### src/rtl/matrix_vector_mac.sv
// matrix_vector_mac: sequential C = A x B using one shared MAC, valid/ready streams in and out
module matrix_vector_mac #(
  parameter int NBITS        = 16,
  parameter int DIM          = 3,
  parameter int RESULT_WIDTH = 2*NBITS+$clog2(DIM)
) (
  input  logic                                 clk,
  input  logic                                 rst_n,
  input  logic                                 start,
  input  logic                                 reuse_vec,
  input  logic                                 signed_mode,
  input  logic                                 in_valid,
  output logic                                 in_ready,
  input  logic [NBITS-1:0]                     in_data,
  output logic                                 out_valid,
  input  logic                                 out_ready,
  output logic [RESULT_WIDTH-1:0]              out_data,
  output logic [(DIM>1 ? $clog2(DIM) : 1)-1:0] out_row,
  output logic                                 out_last,
  output logic                                 busy,
  output logic                                 done
);
  localparam int CW = DIM > 1 ? $clog2(DIM) : 1;
  localparam logic [1:0] IDLE = 2'd0, LOAD_B = 2'd1, MAC = 2'd2, EMIT = 2'd3;
  localparam logic [CW-1:0] LAST = CW'(DIM-1);

  logic [1:0]              state_q, state_d;
  logic [CW-1:0]           col_q, col_d, row_q, row_d;
  logic [RESULT_WIDTH-1:0] acc_q, acc_d;
  logic [NBITS-1:0]        b_q [DIM];
  logic [NBITS-1:0]        b_d [DIM];
  logic                    sgn_q, sgn_d, done_q, done_d;

  function automatic logic [RESULT_WIDTH-1:0] ext(input logic [NBITS-1:0] x, input logic s);
    return {{(RESULT_WIDTH-NBITS){s & x[NBITS-1]}}, x};
  endfunction

  assign in_ready  = state_q == LOAD_B || state_q == MAC;
  assign out_valid = state_q == EMIT;
  assign out_data  = acc_q;
  assign out_row   = row_q;
  assign out_last  = out_valid && row_q == LAST;
  assign busy      = state_q != IDLE;
  assign done      = done_q;

  // next-state: vector load, per-row accumulate, then hold the result until accepted
  always_comb begin
    state_d = state_q;
    col_d   = col_q;
    row_d   = row_q;
    acc_d   = acc_q;
    sgn_d   = sgn_q;
    b_d     = b_q;
    done_d  = 1'b0;
    case (state_q)
      IDLE: if (start) begin
        sgn_d   = signed_mode;
        state_d = reuse_vec ? MAC : LOAD_B;
      end
      LOAD_B: if (in_valid) begin
        b_d[col_q] = in_data;
        col_d      = col_q == LAST ? '0 : col_q + 1'b1;
        state_d    = col_q == LAST ? MAC : LOAD_B;
      end
      MAC: if (in_valid) begin
        acc_d   = (col_q == '0 ? '0 : acc_q) + ext(in_data, sgn_q) * ext(b_q[col_q], sgn_q);
        col_d   = col_q == LAST ? '0 : col_q + 1'b1;
        state_d = col_q == LAST ? EMIT : MAC;
      end
      default: if (out_ready) begin
        row_d   = row_q == LAST ? '0 : row_q + 1'b1;
        state_d = row_q == LAST ? IDLE : MAC;
        done_d  = row_q == LAST;
      end
    endcase
  end

  // state registers; reset also clears the stored vector so a later reuse sees B=0
  always_ff @(posedge clk) begin
    if (!rst_n) begin
      state_q <= IDLE;
      col_q   <= '0;
      row_q   <= '0;
      acc_q   <= '0;
      sgn_q   <= 1'b0;
      done_q  <= 1'b0;
      b_q     <= '{default: '0};
    end else begin
      state_q <= state_d;
      col_q   <= col_d;
      row_q   <= row_d;
      acc_q   <= acc_d;
      sgn_q   <= sgn_d;
      done_q  <= done_d;
      b_q     <= b_d;
    end
  end
endmodule
### config.mk
export PLATFORM = sky130hd
export DESIGN_NAME = matrix_vector_mac
export DESIGN_NICKNAME = d
export VERILOG_FILES = /design/src/rtl/matrix_vector_mac.sv
export SDC_FILE = /design/constraint.sdc
export NUM_CORES = 1
export LEC_CHECK = 0
export BUFFER_PORTS_ARGS = -buffer_cell sky130_fd_sc_hd__buf_2
export CAP_MARGIN = 20
export CORE_UTILIZATION = 50
export CTS_BUF_LIST = sky130_fd_sc_hd__clkbuf_4 sky130_fd_sc_hd__clkbuf_8
export CTS_CLUSTER_SIZE = 28
export DETAILED_ROUTE_END_ITERATION = 8
export PLACE_DENSITY = 0.67
export SLEW_MARGIN = 20
export SYNTH_ARGS = -nofsm -noshare
export SYNTH_HDL_FRONTEND = slang
export SYNTH_SLANG_ARGS = --single-unit
### constraint.sdc
create_clock -name clk -period 17.8 [get_ports clk]
set_input_delay 2.67 -clock clk [delete_from_list [all_inputs] [get_ports clk]]
set_output_delay 2.67 -clock clk [all_outputs]
set_load 0.01 [all_outputs]
==> out/metrics.cfg <==
[logic_synthesis]
synth_cell_types=54
synth.area.top_cells=fa_1, dfxtp_1, inv_1
synth_edf_count=0
synthFlopType=dfxtp_1
synth-seq-cells=90
postSynth.asyncResetShare_pct=0
avgSynthCellArea_um2=8.55
syn_inst=1894
netlist_area_um2=16200
seq_area_frac_synth_pct=11.1
synth_top_area_share_pct=42.0
synth_area_leader_cell=fa_1
syn-num-nets=2362
yosysWarnings=0

[global_route]
grt_pass1_wl_um=66100
first_global_vias=13000
grt.total_usage_pct=25.7
grt_start_max_net_pins=82
grt_antenna_before_repair=0
gr-total-overflow=0

[drt]
wl_per_cell_um=17.1
wl_um=39500
first_iter_violations=618
ant_nets=0
drc=0
drt_pass1_iterations=5
vias=12300
via_per_inst=5.31

[setup_path]
crit_slowest_cell=fa_1
path_class=in2reg
end_kind=register
crit_fanout=22
regToRegEndpoint=out_data[32]
cp.depth=23
max_stage_delay_ns=0.77
critPathRequiredTime_ns=18.12
critPathLaunchType=input pin
timing.rr.start=col_q[0]
critPathBufInv=6
arrival_ns=9.92
cp_top_family=adder cells
r2r_cells=27
path_cells=buf_2 -> and2_1 -> nand2_1 -> fa_1 -> inv_1 -> fa_1 -> ha_1 -> inv_1 -> fa_1 -> inv_1 -> fa_1 -> inv_1 -> fa_1 -> inv_1 -> ha_1 -> a21oi_1 -> nor2_1 -> a2111oi_0 -> nand4_1 -> a41oi_1 -> o21ai_0 -> xnor2_1 -> o21ai_0
r2r_setup_slack_ns=9.96

[sta]
post-route-period-util_pct=53.9
slew_headroom_pct=34.0
rsz0062_at_grt=false
clock_skew_ns=0.0336
setup_tns_ns=0
slew_violations=0
worst_pin_slew_ns=0.991
finalHoldViolations=0
fin_crit_ns=9.60
setup_viol=0
max_freq_mhz=104

[pwr]
power.share.clock_pct=18.9
seq_power_share_pct=24.9
vdd.ir_drop.worst_uv=38.5
p_leak_nw=8.48
power_switching_uw=425
p_per_area_nw_per_um2=52.2
combPwrFrac_pct=56.2
switching_share_pct=47.7
p_int_uw=466

[flow_run]
maxCapViolations=0

[layout]
fin_nets=2369
fin_util_pct=53.8
num_antenna_cells=0
syn2layout_area_growth_pct=5.47
fin_cells=2308
drive_gt1_share_pct=6.03
fin_area_um2=17100

[clocking]
clk_latency_ns=0.42
h-tree-depth=3
clockBufferDepth=2
cts_sinks=90
cts_tree=yes
cts_setup_buffers=0
cts_hold_buf=0
post_cts_resized=0
numCtsBuffers=9
cts_root_buffer=clkbuf_8
clk_pin_slew_ns=0.13

[place]
post_dp_cell_area_um2=16900
post-place-cells=2292
portBuffers=63
gp_congestion=0.902
hpwl_um=30700

[min_path]
hold_depth=2
hold_class=reg2reg
min_from=b_q[36]
hold_end=b_q[36]

[run_status]
status=finished, final reports clean

[floorplan]
rows=65
initial_utilization_pct=51.0
die_y_um=182
fp.dieW_um=182
io_pins=64
dieArea_um2=33100
core_area_um2=31700

==> worst max-delay path by stage <==
stage	startpoint	to
finish	in_data[15]	out_data[32]
detailed placement	in_data[15]	out_data[33]
floorplan	in_data[15]	out_data[33]
global placement	in_data[15]	out_data[33]
CTS	in_data[15]	out_data[33]
global route	in_data[15]	out_data[32]
==> flip-flops by register name, summed over array words and instances, names as in the netlist <==
| register | cells |
|---|---|
| state_q | 2 |
| out_row | 2 |
| out_data | 34 |
| b_q | 48 |
| sgn_q | 1 |
| col_q | 2 |
| done | 1 |
==> area by class of cell <==
cell class                 count  area [µm²]
fill                        2976       14600
multi-input combinational   1280       12400
clock buffer                  10         138
sequential                    90        1800
clock inverter                 6        82.6
inverter                     435        1630
tap                          402         503
timing repair buffer          85         480
==> stage by stage <==
step	setup slack (ns)	hold slack [ns]	power, mW
final	8.20	0.459	0.891
after global routing	7.79	0.473	0.970
after CTS	8.26	0.460	0.900
after detailed placement	7.82	0.446	0.730
after global placement	7.99	0.441	0.720
after floorplan	8.78	0.436	0.584
==> worst min-delay path: stages (launching register included) <==
cell and delay (ns):
dfxtp_1 0.32, nand2_1 0.05, a21oi_1 0.05
==> cell usage after synthesis, types with 20 or more instances <==
| library cell | count |
|---|---|
| a21oi_1 | 100 |
| and2_1 | 118 |
| clkbuf_1 | 86 |
| dfxtp_1 | 90 |
| fa_1 | 340 |
| ha_1 | 105 |
| inv_1 | 435 |
| mux2i_1 | 20 |
| nand2_1 | 364 |
| nor2_1 | 46 |
| o21ai_0 | 27 |
| xnor2_1 | 26 |
==> power groups by stage <==
stage / Sequential [mW] / Combinational [mW] / Clock (mW)
2_1_floorplan: 0.227 / 0.357 / 0
6_report: 0.222 / 0.501 / 0.168
3_3_place_gp: 0.227 / 0.493 / 0
4_1_cts: 0.222 / 0.507 / 0.171
5_1_grt: 0.224 / 0.566 / 0.180
3_5_place_dp: 0.227 / 0.503 / 0
==> per-layer routing <==
layer,vias to the layer above,share of wire (%),global-route usage [%]
li1,5617,-,-
met1,6248,40,31.7
met2,319,52,46.0
met3,66,3.9,2.21
met4,0,4.0,11.3
met5,-,0,0
==> logic make-up (layout without fill, tap and decap cells) <==
logic type	after synthesis	after routing	share of synthesized area (%)
and+or+nand+nor	588	588	16.3
xor gates and xnor gates	36	36	1.95
DFF	90	90	11.1
adders and majority gates	445	445	50.2
muxes	20	20	1.24
buffers and inverters	524	536	12.2
AOI/OAI and AO/OA	191	191	7.03
==> placed cells by master, fill, tap and decap left out, drive strengths merged, types with 4 or more instances in the layout <==
cell type,netlist,final
a21o,6,6
xor2,10,10
a211oi,10,10
nor2,46,46
nand2b,7,7
ha,105,105
inv,435,437
or2,4,4
clkbuf,86,10
dfxtp,90,90
xnor2,26,26
a21oi,100,100
and2,119,119
mux2i,20,20
and3,5,5
nand4,4,4
nor2b,4,4
o21ai,41,41
o211ai,6,6
fa,340,340
nand3,14,14
nor3,9,9
buf,3,85
nand2,364,364
No activity file was read; power rests on OpenSTA's default activity.
